===== config.mk =====
export PLATFORM = sky130hd
export DESIGN_NAME = shift_seq_ctrl
export DESIGN_NICKNAME = d
export VERILOG_FILES = /design/src/rtl/shift_seq_pkg.sv /design/src/rtl/shift_seq_ctrl.sv
export SDC_FILE = /design/constraint.sdc
export NUM_CORES = 1
export LEC_CHECK = 0
export CAP_MARGIN = 20
export CELL_PAD_IN_SITES_DETAIL_PLACEMENT = 1
export CELL_PAD_IN_SITES_GLOBAL_PLACEMENT = 1
export CORE_MARGIN = 2
export CORE_UTILIZATION = 25
export DETAILED_ROUTE_END_ITERATION = 10
export GPL_ROUTABILITY_DRIVEN = 0
export PLACE_DENSITY_LB_ADDON = 0.1
export REMOVE_ABC_BUFFERS = 1
export SYNTH_ARGS = -nofsm -noshare
export SYNTH_HDL_FRONTEND = slang
export SYNTH_SLANG_ARGS = --single-unit

===== constraint.sdc =====
create_clock -name clk -period 2.5 [get_ports clk]
set_clock_uncertainty 0.1 [all_clocks]
set_input_delay 0.5 -clock clk [delete_from_list [all_inputs] [get_ports clk]]
set_output_delay 0.5 -clock clk [all_outputs]
set_load 0.005 [all_outputs]

===== src/rtl/shift_seq_pkg.sv =====
// Shared definitions for the shift-register sequencer.
//   - Shift register control codes driven on sr_ctrl.
//   - FSM state encoding used by shift_seq_ctrl.
package shift_seq_pkg;

    // Control codes understood by the external shift register.
    localparam logic [1:0] SR_HOLD = 2'd0;  // keep q
    localparam logic [1:0] SR_SHR  = 2'd1;  // right shift, data[N-1] enters the MSB
    localparam logic [1:0] SR_SHL  = 2'd2;  // left shift, data[N-1] enters the LSB
    localparam logic [1:0] SR_LOAD = 2'd3;  // parallel load of data

    typedef enum logic [1:0] {
        IDLE     = 2'd0,
        TX_SHIFT = 2'd1,
        RX_SHIFT = 2'd2,
        RX_DONE  = 2'd3
    } state_t;

    // Shift direction for a given bit order: MSB-first uses left shifts.
    function automatic logic [1:0] shift_code(input logic msb_first);
        return msb_first ? SR_SHL : SR_SHR;
    endfunction

endpackage


===== src/rtl/shift_seq_ctrl.sv =====
// Sequencer that drives one external N-bit shift register so it behaves as
// either a handshaked serializer (TX) or deserializer (RX).
//
// Ports:
//   clk, reset_n       clock, asynchronous active-low reset
//   mode, dir          0/1 = TX/RX and LSB-first/MSB-first, sampled in IDLE
//   shift_en           TX bit-rate strobe
//   tx_data/valid/ready  word-level producer handshake
//   ser_out, ser_out_valid  serial TX bit and its consume strobe
//   ser_in, ser_in_valid    serial RX bit and its valid strobe
//   rx_data/valid/ready  word-level consumer handshake
//   rx_overrun         one-cycle pulse when an RX bit had to be dropped
//   busy               controller is not idle
//   sr_ctrl, sr_data   control and data to the shift register
//   sr_q               shift register contents
module shift_seq_ctrl
    import shift_seq_pkg::*;
#(
    parameter int N = 8,
    localparam int CW = $clog2(N)
) (
    input  logic         clk,
    input  logic         reset_n,
    input  logic         mode,
    input  logic         dir,
    input  logic         shift_en,
    input  logic [N-1:0] tx_data,
    input  logic         tx_valid,
    output logic         tx_ready,
    output logic         ser_out,
    output logic         ser_out_valid,
    input  logic         ser_in,
    input  logic         ser_in_valid,
    output logic [N-1:0] rx_data,
    output logic         rx_valid,
    input  logic         rx_ready,
    output logic         rx_overrun,
    output logic         busy,
    output logic [1:0]   sr_ctrl,
    output logic [N-1:0] sr_data,
    input  logic [N-1:0] sr_q
);

    localparam logic [CW-1:0] CNT_LAST = CW'(N - 1);

    state_t        state_reg, state_next;
    logic [CW-1:0] cnt_reg, cnt_next;
    logic          dir_reg, dir_next;
    logic          overrun_reg, overrun_next;

    always_ff @(posedge clk or negedge reset_n) begin
        if (!reset_n) begin
            state_reg   <= IDLE;
            cnt_reg     <= '0;
            dir_reg     <= 1'b0;
            overrun_reg <= 1'b0;
        end else begin
            state_reg   <= state_next;
            cnt_reg     <= cnt_next;
            dir_reg     <= dir_next;
            overrun_reg <= overrun_next;
        end
    end

    always_comb begin
        state_next    = state_reg;
        cnt_next      = cnt_reg;
        dir_next      = dir_reg;
        overrun_next  = 1'b0;
        sr_ctrl       = SR_HOLD;
        sr_data       = '0;
        tx_ready      = 1'b0;
        ser_out       = 1'b0;
        ser_out_valid = 1'b0;
        rx_valid      = 1'b0;
        rx_data       = '0;

        unique case (state_reg)
            IDLE: begin
                tx_ready = !mode;
                if (!mode && tx_valid) begin
                    sr_ctrl    = SR_LOAD;
                    sr_data    = tx_data;
                    dir_next   = dir;
                    cnt_next   = '0;
                    state_next = TX_SHIFT;
                end else if (mode && ser_in_valid) begin
                    // The first bit is shifted in on the exit cycle itself,
                    // using the incoming dir since the latched one is not
                    // updated until the clock edge.
                    sr_ctrl          = shift_code(dir);
                    sr_data[N-1]     = ser_in;
                    dir_next         = dir;
                    cnt_next         = CW'(1);
                    state_next       = RX_SHIFT;
                end
            end

            TX_SHIFT: begin
                ser_out       = dir_reg ? sr_q[N-1] : sr_q[0];
                ser_out_valid = shift_en;
                if (shift_en) begin
                    // Zero fill: sr_data stays at its default of 0.
                    sr_ctrl = shift_code(dir_reg);
                    if (cnt_reg == CNT_LAST) begin
                        cnt_next   = '0;
                        state_next = IDLE;
                    end else begin
                        cnt_next = cnt_reg + 1'b1;
                    end
                end
            end

            RX_SHIFT: begin
                if (ser_in_valid) begin
                    sr_ctrl      = shift_code(dir_reg);
                    sr_data[N-1] = ser_in;
                    if (cnt_reg == CNT_LAST) begin
                        cnt_next   = '0;
                        state_next = RX_DONE;
                    end else begin
                        cnt_next = cnt_reg + 1'b1;
                    end
                end
            end

            RX_DONE: begin
                // Register is held, so rx_data is stable until accepted.
                rx_valid     = 1'b1;
                rx_data      = sr_q;
                overrun_next = ser_in_valid;
                if (rx_ready) begin
                    state_next = IDLE;
                end
            end

            default: begin
                state_next = IDLE;
            end
        endcase
    end

    assign busy       = (state_reg != IDLE);
    assign rx_overrun = overrun_reg;

endmodule


==> flow_metrics.py <==
metrics = {
    "clocking": {
        "clock_path_buffers": 2,
        "clk_pin_slew_worst_paths_ns": 0.06,
        "htree_num_levels": 1,
        "cts_made_buffers": 3,
        "cts_hold_buf": 0,
        "cts_sinks": 7,
        "clk_latency_ns": 0.26,
        "cts_tree": "built",
        "clock_tree.root_cell": "clkbuf_4",
    },
    "place": {
        "dp_worst_setup_slack_ns": -0.302,
        "placed_cells": 170,
        "dp_hpwl_um": 2000,
        "port-buffer-count": 48,
    },
    "die": {
        "die_area_um2": 3240,
        "core_area_um2": 2710,
        "num_io_pins": 49,
        "row_count": 19,
        "initial_core_util_pct": 25.9,
        "die_w_um": 56.9,
        "chipHeight_um": 56.9,
    },
    "routing": {
        "wl_um": 2600,
        "m1WireLength_um": 1130,
        "wl_met3_um": 128,
        "drtIter0Drc": 3,
        "drc_errors": 0,
        "routed-via-count": 825,
        "post_drt_wl_per_cell_um": 14.6,
        "top_layer_used": "met4",
        "wl_met2_um": 1300,
        "firstDrtPassIters": 2,
        "via_per_inst": 4.63,
        "ant_nets": 0,
    },
    "grt": {
        "grt_overflow_total": 0,
        "grt_usage_pct": 17.0,
        "grt_max_degree": 13,
        "grt_antenna_before_repair": 0,
        "grt_pass1_vias": 872,
        "grt_pass1_wl_um": 4310,
    },
    "power": {
        "combPwrFrac_pct": 74.4,
        "p_leak_nw": 0.684,
        "p_sw_share_pct": 40.3,
        "max-vdd-ir-drop_mv": 0.634,
        "power.density_nw_per_um2": 872,
        "p_switching_mw": 0.484,
        "clkPwrFrac_pct": 9.1,
        "pwr-share-seq_pct": 16.5,
        "internal_power_mw": 0.717,
    },
    "layout": {
        "layout-drive-gt1-share_pct": 21.1,
        "fin_util_pct": 50.8,
        "syn2layout_area_growth_pct": 96.6,
        "nNetsFinal": 182,
        "largest_reg_flops": 3,
        "diodes": 0,
        "final_cells": 178,
    },
    "setup_path": {
        "cp_max_fo": 3,
        "worst_ep_arrival_time_ns": 1.82,
        "worstPathCellList": "buf_4 -> ha_2 -> a22oi_1 -> nor2_1 -> o31a_1 -> dlygate4sd2_1",
        "worstSetupEndpointType": "output pin",
        "critical_path_class": "flop to output pin",
        "crit_required_ns": 1.90,
        "cp-start-kind": "flop",
        "critPathMaxStageDelay_ns": 0.40,
        "cp_slowest_cell": "dfrtp_1",
    },
    "logic_synthesis": {
        "muxShareOfSynthArea_pct": 12.0,
        "synth-simple-area-share_pct": 26.6,
        "ys_ff_latch": 7,
        "mappedNetlistArea_um2": 701,
        "synth_cell_types": 22,
        "ys_seq_area_share_pct": 25.0,
        "postSynthAreaPerCell_um2": 8.54,
        "synth_compound_area_share_pct": 15.0,
        "synth_edf_count": 0,
        "synth_largest_area_cell": "dfrtp_1",
        "synth_top_family_by_area": "simple AND/OR/NAND/NOR gates",
        "synth.yosys.warnings": 0,
        "synth_most_common_cell": "and2_1",
        "synthArstFlopShare_pct": 100,
        "synthCells": 82,
        "yosys_most_used_dff": "dfrtp_1",
        "ys_top_cells_by_area": "dfrtp_1, ha_1, and2_1, and3_1, mux2i_1",
        "synth-xor-area-share_pct": 0,
        "synth.top_cell.area_share_pct": 25.0,
        "synth_commonest_cells": "and2_1, ha_1, and3_1, inv_1",
        "synthAdderAreaFrac_pct": 16.1,
    },
    "sta": {
        "min_period_over_period_pct": 96.8,
        "setup_tns_ns": 0,
        "drv_slew": 0,
        "hold_ws_ns": 0.411,
        "relSlewSlack_pct": 74.6,
        "timing_hold_violations_final": 0,
        "setup_viol": 0,
        "fin_ws_ns": 0.0803,
        "rsz0062_at_grt": "no",
        "worstMarginPinSlew_ns": 0.381,
        "fin_crit_ns": 2.42,
        "max_freq_mhz": 413,
    },
    "flow_run": {
        "drv_cap": 0,
    },
    "outcome": {
        "status": "finished clean",
    },
    "worst_hold_path": {
        "hold_path.class": "primary input to async pin",
    },
}
## through the flow
stage | total power, mW | cell area [µm²]
after floorplan | 0.641 | 693
after global placement | 1.01 | 1290
after detailed placement | 1.04 | 1290
after CTS | 1.19 | 1370
after global routing | 1.32 | 1380
final | 1.20 | 1380
## metal layers
layer | track usage, % | vias up
met2 | 28.9 | 22
met3 | 3.85 | 5
met4 | 5.98 | 0
met1 | 21.2 | 388
li1 | - | 410
met5 | 0 | -
## critical path: cells and delay by family, from the launching register on
family	cells	cell delay (ns)
flip-flops	1	0.40
adder cells (fa/ha/maj)	1	0.20
AND/OR/NAND/NOR	1	0.06
AO/OA/AOI/OAI	2	0.47
buffers and inverters	2	0.42
## cell type report
| type | count | area, µm² |
|---|---|---|
| Multi-Input combinational cell | 65 | 527 |
| Sequential cell | 7 | 175 |
| Fill cell | 332 | 1330 |
| Clock buffer | 4 | 26.3 |
| Inverter | 8 | 30.0 |
| Timing Repair Buffer | 63 | 581 |
| Tap cell | 31 | 38.8 |
## worst paths after layout
path,slack (ns),start,cells past startpoint,to
worst min-delay path,0.41,reset_n,1,cnt_reg[0]
worst max register to register,0.63,state_reg[1],6,state_reg[1]
worst max-delay path,0.08,state_reg[0],6,sr_ctrl[0]
worst min register to register,0.43,cnt_reg[1],2,cnt_reg[1]
min in group clk,0.43,cnt_reg[1],2,cnt_reg[1]
max in group asynchronous,1.61,reset_n,1,state_reg[1]
## logic make-up after synthesis
kind of cell | after synthesis
AND/OR/NAND/NOR | 35
multiplexers | 8
flip-flops | 7
adder cells (fa/ha/maj) | 9
AO/OA/AOI/OAI | 13
buffers and inverters | 10
## power by group through the flow
| stage | logic [mW] | clock network (mW) | registers (mW) |
|---|---|---|---|
| after floorplan | 0.441 | 0 | 0.200 |
| after global placement | 0.815 | 0 | 0.195 |
| after detailed placement | 0.841 | 0 | 0.199 |
| after CTS | 0.884 | 0.113 | 0.197 |
| after global routing | 0.990 | 0.122 | 0.205 |
| final | 0.894 | 0.109 | 0.199 |
## what timing repair did
action | in CTS | in global routing
setup endpoints to repair | 11 | 9
buffers inserted | 4 | 0
resized for setup | 22 | 7
pin swaps | 1 | 1
## placed cells by master (no fill, tap or decap), types with 2 or more instances in the layout
| cell | synthesis | layout |
|---|---|---|
| nand2_1 | 6 | 6 |
| inv_2 | 0 | 2 |
| a21oi_1 | 2 | 2 |
| mux2i_1 | 5 | 4 |
| clkdlybuf4s50_1 | 0 | 35 |
| clkbuf_4 | 0 | 3 |
| and2_1 | 11 | 10 |
| buf_6 | 0 | 2 |
| and3_1 | 8 | 8 |
| dfrtp_1 | 7 | 7 |
| o21ai_0 | 3 | 2 |
| inv_1 | 8 | 6 |
| o22ai_1 | 2 | 2 |
| ha_1 | 9 | 6 |
| buf_4 | 0 | 13 |
| dlygate4sd2_1 | 0 | 12 |
| mux2_1 | 2 | 2 |
| ha_2 | 0 | 2 |
| nor2_1 | 7 | 7 |
(Power assumes the default switching activity.)
